$ cat src/rtl/msx_bus_pkg.sv
// Shared types for the MSX slot-bus cycle detector: FSM states, cycle types,
// the idle bus data value and the combinational cycle qualifier.
package msx_bus_pkg;

   typedef enum logic [2:0] {
      IDLE,
      SETTLE,
      STROBE,
      RD_WAIT,
      HOLD,
      RELEASE
   } state_t;

   typedef enum logic [2:0] {
      NONE,
      MR,
      MW,
      IR,
      IW
   } cyc_t;

   localparam logic [7:0] DATA_IDLE = 8'hFF;

   // Memory wins over I/O; rd_n and wr_n low together never qualify.
   // m1_n low with iorq_n marks an interrupt acknowledge, not an I/O read.
   function automatic cyc_t qualify(input logic sltsl_n,
                                    input logic iorq_n,
                                    input logic rd_n,
                                    input logic wr_n,
                                    input logic m1_n);
      cyc_t c;
      c = NONE;
      if (!sltsl_n && !rd_n && wr_n)
         c = MR;
      else if (!sltsl_n && !wr_n && rd_n)
         c = MW;
      else if (!iorq_n && !rd_n && wr_n && m1_n)
         c = IR;
      else if (!iorq_n && !wr_n && rd_n)
         c = IW;
      return c;
   endfunction

endpackage

$ cat src/rtl/msx_bus_cycle_detector.sv
// Qualifies filtered MSX bus cycles into one-clk strobes and drives read data back onto the bus.
// Defining MSX_BUS_WAIT_EN adds wait_n, held low while read data is pending (bounded by RD_TIMEOUT).
module msx_bus_cycle_detector
   import msx_bus_pkg::*;
#(
   parameter int SETTLE_CYCLES = 2,
   parameter int RD_TIMEOUT    = 16,
   parameter int ADDR_W        = 16
) (
   input  logic              clk,
   input  logic              reset_n,
   input  logic              sltsl_n,
   input  logic              iorq_n,
   input  logic              rd_n,
   input  logic              wr_n,
   input  logic              m1_n,
   input  logic [ADDR_W-1:0] addr,
   input  logic [7:0]        din,
   input  logic [7:0]        rd_data,
   input  logic              rd_valid,
   output logic              mem_rd_stb,
   output logic              mem_wr_stb,
   output logic              io_rd_stb,
   output logic              io_wr_stb,
   output logic [ADDR_W-1:0] cyc_addr,
   output logic [7:0]        cyc_wdata,
   output logic [7:0]        dout,
   output logic              data_oe,
`ifdef MSX_BUS_WAIT_EN
   output logic              wait_n,
`endif
   output logic              busy
);

   localparam logic [3:0] SETTLE_LIM = 4'(SETTLE_CYCLES);
   localparam logic [7:0] TMO_LIM    = 8'(RD_TIMEOUT - 1);

   state_t     state, nxt;
   cyc_t       cyc_type, cur;
   logic [3:0] cnt, cnt_inc;
   logic [7:0] tmo, tmo_inc;
   logic       sel_n;
   logic       is_rd;

   always_comb begin
      cur     = qualify(sltsl_n, iorq_n, rd_n, wr_n, m1_n);
      cnt_inc = (cnt == 4'hF) ? cnt : cnt + 4'd1;
      tmo_inc = (tmo == 8'hFF) ? tmo : tmo + 8'd1;
      is_rd   = (cyc_type == MR) || (cyc_type == IR);
      sel_n   = ((cyc_type == MR) || (cyc_type == MW)) ? sltsl_n : iorq_n;
   end

   always_ff @(posedge clk or negedge reset_n) begin
      if (!reset_n)
         state <= IDLE;
      else
         state <= nxt;
   end

   always_comb begin
      nxt = state;
      case (state)
         IDLE:    if (cur != NONE) nxt = SETTLE;
         SETTLE: begin
            if (cur != cyc_type)
               nxt = IDLE;
            else if (cnt_inc >= SETTLE_LIM)
               nxt = STROBE;
         end
         STROBE:  nxt = is_rd ? RD_WAIT : HOLD;
         // A host that gives up on the read wins over late or timed-out data.
         RD_WAIT: begin
            if (rd_n || sel_n)
               nxt = RELEASE;
            else if (rd_valid || (tmo >= TMO_LIM))
               nxt = HOLD;
         end
         HOLD:    if ((rd_n && wr_n) || sel_n) nxt = RELEASE;
         RELEASE: nxt = IDLE;
         default: nxt = IDLE;
      endcase
   end

   always_ff @(posedge clk or negedge reset_n) begin
      if (!reset_n) begin
         cyc_type   <= NONE;
         cnt        <= 4'd0;
         tmo        <= 8'd0;
         mem_rd_stb <= 1'b0;
         mem_wr_stb <= 1'b0;
         io_rd_stb  <= 1'b0;
         io_wr_stb  <= 1'b0;
         cyc_addr   <= '0;
         cyc_wdata  <= 8'd0;
         dout       <= DATA_IDLE;
         data_oe    <= 1'b0;
`ifdef MSX_BUS_WAIT_EN
         wait_n     <= 1'b1;
`endif
      end else begin
         mem_rd_stb <= (state == STROBE) && (cyc_type == MR);
         mem_wr_stb <= (state == STROBE) && (cyc_type == MW);
         io_rd_stb  <= (state == STROBE) && (cyc_type == IR);
         io_wr_stb  <= (state == STROBE) && (cyc_type == IW);
         case (state)
            IDLE: begin
               if (cur != NONE) begin
                  cyc_type <= cur;
                  cnt      <= 4'd1;
               end
            end
            SETTLE: begin
               if (cur == cyc_type)
                  cnt <= cnt_inc;
               else
                  cnt <= 4'd0;
            end
            STROBE: begin
               cyc_addr <= addr;
               if (!is_rd)
                  cyc_wdata <= din;
               if (is_rd) begin
                  tmo     <= 8'd0;
                  data_oe <= 1'b1;
`ifdef MSX_BUS_WAIT_EN
                  wait_n  <= 1'b0;
`endif
               end
            end
            RD_WAIT: begin
               if (!(rd_n || sel_n)) begin
                  if (rd_valid)
                     dout <= rd_data;
                  else if (tmo >= TMO_LIM)
                     dout <= DATA_IDLE;
                  else
                     tmo <= tmo_inc;
               end
`ifdef MSX_BUS_WAIT_EN
               if (nxt != RD_WAIT)
                  wait_n <= 1'b1;
`endif
            end
            RELEASE: begin
               data_oe <= 1'b0;
               dout    <= DATA_IDLE;
               cnt     <= 4'd0;
            end
            default: ;
         endcase
      end
   end

   assign busy = (state != IDLE);

endmodule
$ cat config.mk
export PLATFORM = sky130hd
export DESIGN_NAME = msx_bus_cycle_detector
export DESIGN_NICKNAME = d
export VERILOG_FILES = /design/src/rtl/msx_bus_pkg.sv /design/src/rtl/msx_bus_cycle_detector.sv
export SDC_FILE = /design/constraint.sdc
export NUM_CORES = 1
export LEC_CHECK = 0
export BUFFER_PORTS_ARGS = -buffer_cell sky130_fd_sc_hd__buf_2
export CORE_UTILIZATION = 45
export CTS_BUF_LIST = sky130_fd_sc_hd__clkbuf_8
export CTS_CLUSTER_SIZE = 28
export DETAILED_ROUTE_END_ITERATION = 12
export MAX_ROUTING_LAYER = met4
export PLACE_DENSITY = 0.71
export SYNTH_ARGS = -nofsm -noshare
export SYNTH_HDL_FRONTEND = slang
export SYNTH_SLANG_ARGS = --single-unit
$ cat constraint.sdc
create_clock -name clk -period 3.4 [get_ports clk]
set_clock_uncertainty 0.05 [all_clocks]
set_input_delay 0.34 -clock clk [delete_from_list [all_inputs] [get_ports clk]]
set_output_delay 0.34 -clock clk [all_outputs]
set_load 0.02 [all_outputs]
; Word level (Yosys, flattened, before mapping)
; Index checks and enable logic that the tools add are counted.
; W data, S select, Z words.
[totals]
wordCells = 106
register_bits = 55
out_inout_bits = 38
inputBits = 40
[op_classes]
n_addsub = 2
n_eq_ne = 23
reduce_logical = 37
bitwise_logic = 1
magnitude_cmp = 2
mux = 29
[ops]
columns = op, count
row1 = $mux W8, 8
row2 = $mux W3, 11
row3 = $pmux W8 S2, 2
row4 = $pmux W3 S5, 1
row5 = $logic_and A1 B1 Y1, 14
row6 = $ne A2 B2 Y1 const B, 7
row7 = $eq A3 B2 Y1 const B, 4
row8 = $mux W4, 3
row9 = $pmux W4 S3, 1
row10 = $eq A3 B3 Y1 const B, 3
row11 = $ne A3 B3 Y1 const B, 3
row12 = $reduce_bool A3 Y1, 3
row13 = $add A8 B1 Y8 const B, 1
row14 = $eq A8 B8 Y1 const B, 1
row15 = $ge A8 B4 Y1 const B, 1
row16 = $reduce_and A2 Y1, 4
row17 = $eq A3 B1 Y1 const B, 2
row18 = $reduce_and A6 Y1, 1
row19 = $reduce_bool A2 Y1, 3
row20 = $logic_or A1 B1 Y1, 5
row21 = $add A4 B1 Y4 const B, 1
row22 = $eq A4 B4 Y1 const B, 1
row23 = $ge A4 B2 Y1 const B, 1
row24 = $logic_not A1 Y1, 4
row25 = other kinds (8), 9

; Depth between registers and ports, before layout
[logic_depth]
depth_word = 10
mapped_depth = 6
depth_no_buf = 6

; Worst setup path after synthesis
; Ideal clock, no wire load.
[synth_path]
path_type = input port to flip-flop
startpoint = in wr_n
endpoint = reg state[0]
setup_ns = 0.125
required_time_ns = 3.225
t_arrival_ns = 1.861
n_path_buf = 0
path_stages = 5
setup_slack_ns = 1.364
path_cell_list = nor2b_4 > a311o_1 > a2111oi_4 > a221oi_2 > mux2_4
[synth_via]
elab_chain_cells = 10
word_cells_on_any_way = 22
cone_classes = eq/ne (4) / mux (6) / reduce/logical (12)
[synth_rtl]
columns = element, line
row1 = "start, declared", msx_bus_cycle_detector.sv:15  ; input logic wr_n,
row2 = $logic_not A1 Y1, "msx_bus_pkg.sv:35, msx_bus_pkg.sv:39"
row3 = $logic_and A1 B1 Y1 (2 in series), msx_bus_pkg.sv:39  ; else if (!iorq_n && !wr_n && rd_n)
row4 = $mux W3, msx_bus_pkg.sv:39
row5 = $mux W3, msx_bus_pkg.sv:37  ; else if (!iorq_n && !rd_n && wr_n && m1_n)
row6 = $mux W3, msx_bus_pkg.sv:35  ; else if (!sltsl_n && !wr_n && rd_n)
row7 = $mux W3, msx_bus_pkg.sv:33  ; if (!sltsl_n && !rd_n && wr_n)
row8 = $ne A3 B3 Y1 / $reduce_bool A3 Y1 (equally long branches), "msx_bus_cycle_detector.sv:65, msx_bus_cycle_detector.sv:63"
row9 = $ne A3 B3 Y1 (no source line) (tied with other cells), n/a
row10 = $reduce_and A4 Y1 (no source line) / $pmux W3 S5 (equally long branches), n/a
row11 = "end signal, assigned", msx_bus_cycle_detector.sv:57  ; state <= nxt;
row12 = "end, declared", msx_bus_cycle_detector.sv:38  ; state_t state, nxt;
; Parallel ways exist; a longest one is shown, timed or not.
; A chain may end at the register's enable or synchronous reset.

; Worst setup path after layout
[layout_path]
startpoint = reg state[0]
endpoint = reg state[0]
[layout_via]
elab_chain_cells = 3
word_cells_on_any_way = 11
cone_classes = eq/ne (8) / mux (1) / reduce/logical (2)
[layout_rtl]
columns = element, line
row1 = $eq A3 B2 Y1 (tied with other cells), msx_bus_cycle_detector.sv:62  ; case (state)
row2 = $ne A3 B3 Y1 (no source line) / $ne A2 B2 Y1 (equally long branches), n/a
row3 = $reduce_and A4 Y1 (no source line), n/a
; Parallel ways exist; a longest one is shown, timed or not.

==> results.tsv <==
metric	value	unit
Setup Viol. Count Final	0	
Synthesis Warnings	0	
Final Hold Viols	0	
setup TNS	0	ns
htree depth	2	
max cap viols	0	
final worst path period need	2.25	ns
Lkg Pwr	1.43	nW
Worst EP arrival	2.41	ns
root buf cell	clkbuf_8	
Synth top area share	45.7	%
GRT Total Usage	19.1	%
Final nets	337	
HP Start	rd_data[0]	
Tightest Pin Transition	0.719	ns
pin count of the biggest net entering global routing	31	
Top FF cell, synth	dfrtp_1	
first-pass GRT wire length	8.77	mm
CP Launch Point	state[0]	
CTS-repair resized insts	0	
total power	2.68	mW
synth cell count leaders	dfrtp_1, mux2_2, nand2_1	
Yosys cell types	51	
DR DRC count	0	
synthesis-to-finish area growth	21.6	%
Synth Cell Area	2570	um^2
syn avg cell area	11.9	um^2
final hold slack	0.178	ns
Mapped Cells	216	
Die X	77.6	um
Antenna Nets Post-Route	0	
post-synth top area cell	dfrtp_1	
Rows	27	
period utilization	66.3	%
RSZ-0062 raised after global routing	no	
RR Startpoint	state[0]	
Die Ht	77.6	um
die area	6030	um^2
Max Clock Freq	444	MHz
PD cells	855	nW/um^2
Core Box Area	5510	um^2
number of enable flip-flop cells after synthesis	0	
Worst setup EP type	flip-flop	
CTS tree	done	
Max Slew Vio Count	0	
Synth area leaders	dfrtp_1, mux2_2, dfstp_2, o22a_1, a21oi_1	
cts bufs inserted	5	
Worst-path clk slew	0.11	ns
n_diodes	0	
sequential share of the synthesized area	53.9	%
count leader, synth	dfrtp_1	
initial drt markers	73	
type of origin of the critical path	flip-flop	
Post-Syn Nets	258	
vias in the first global route	1968	
VDD IR max	0.000481	V
Clock Tree Buf Depth	2	
routed wire length	5.25	mm
Data required, critical path	3.55	ns
GP Congestion	0.859	
DP HPWL	3.98	mm
post-DR wirelength/cell	14.3	um
layout cells sized above 1	42.9	%
asr flop ratio synth	100	%
later-pin clock latency in the skew report	0.31	ns
Final Core Density	56.8	%
Final Cell Area	3130	um^2
relative slew slack	51.7	%
Via density	5.42	
Clock Sinks	55	
detailed-router iteration count before antenna repair	4	
area of placed instances	3030	um^2
I/O pins	78	
initial antenna violation count	0	
synthesis-stage register bit count	55	
total gr overflow	0	
status	finished, final reports clean	
Setup Buffers After CTS	0	
via count	1994	
number of buffers added on ports	77	
critical path peak fanout	14	
Worst Path Class, Setup	flip-flop to flip-flop	
Starting Density	46.7	%
Hold Path Class	primary input to flip-flop	
[through the flow]
| step | setup slack, ns | std cells |
|---|---|---|
| 3_5_place_dp | 1.02 | 359 |
| 3_3_place_gp | 1.08 | 359 |
| 5_1_grt | 0.963 | 368 |
| 4_1_cts | 1.16 | 368 |
| 2_1_floorplan | 1.36 | 216 |
| 6_report | 1.15 | 368 |
[per-layer routing]
metal	track usage [%]	part of all wire [%]	wire, um
met5	-	0	0
met4	3.77	0.78	41
met3	5.41	5.7	299
met2	31.2	47	2470
met1	23.7	46	2440
[power by group]
| part | total [mW] | internal, mW | switching [mW] | leakage [nW] |
|---|---|---|---|---|
| Combinational | 1.20 | 0.532 | 0.664 | 0.708 |
| Clock | 0.367 | 0.149 | 0.218 | 0.0461 |
| Sequential | 1.11 | 0.918 | 0.194 | 0.675 |
[flip-flops by register name (all words and copies together) (netlist names), 3 cells and up]
register,cells
cnt,4
cyc_addr,16
cyc_type,3
cyc_wdata,8
dout,8
state,3
tmo,8
[layout make-up]
cell class / instances / area [um^2]
fillers: 508 / 2380
flip-flops and latches: 55 / 1390
multi-input cells: 147 / 1130
repair buffers: 80 / 410
well taps: 72 / 90.1
clock buffers: 5 / 68.8
clock inverters: 3 / 23.8
inverters: 6 / 22.5
[placed cells by master (no fill, tap or decap), drive strengths merged, types with 3 or more instances in the layout]
cell type / instances
o21ai: 5
nor3: 6
nor4bb: 3
mux2i: 3
inv: 7
dfrtp: 47
or3: 5
dfstp: 8
nor2: 10
nand2b: 5
mux2: 25
buf: 79
o21a: 3
a21oi: 10
and2: 7
clkbuf: 5
nand3: 7
o22a: 9
nand2: 11
[what timing repair did]
item / CTS / global route
hold buffers: 1 / 0
endpoints found under the setup margin: 0 / 0
hold endpoints to repair: 25 / 0
[worst max-delay path, stage by stage, from the launching register on]
cell       delay [ns]
dfrtp_1          0.59
nor4bb_1         0.32
mux2i_1          0.16
a2111oi_4        0.50
a221oi_2         0.20
mux2_4           0.33
[worst paths after layout]
path	end	slack [ns]	depth (start not counted)
max	state[0]	1.15	5
min	dout[0]	0.18	2
max reg2reg	state[0]	1.15	5
min reg2reg	tmo[6]	0.44	1
max in group asynchronous	dout[1]	1.96	3
min in group asynchronous	tmo[7]	0.50	2
[cell families (layout without fill, tap and decap cells)]
group	Yosys count	count (layout)	synth area share, %
AND/OR/NAND/NOR	71	71	16.5
adder cells (fa/ha/maj)	2	2	0.972
AO/OA/AOI/OAI	44	44	13.4
XOR/XNOR	2	2	0.681
buffers and inverters	14	94	2.33
multiplexers	28	28	12.3
flip-flops	55	55	53.9
Power figures use the tool's default switching activity.
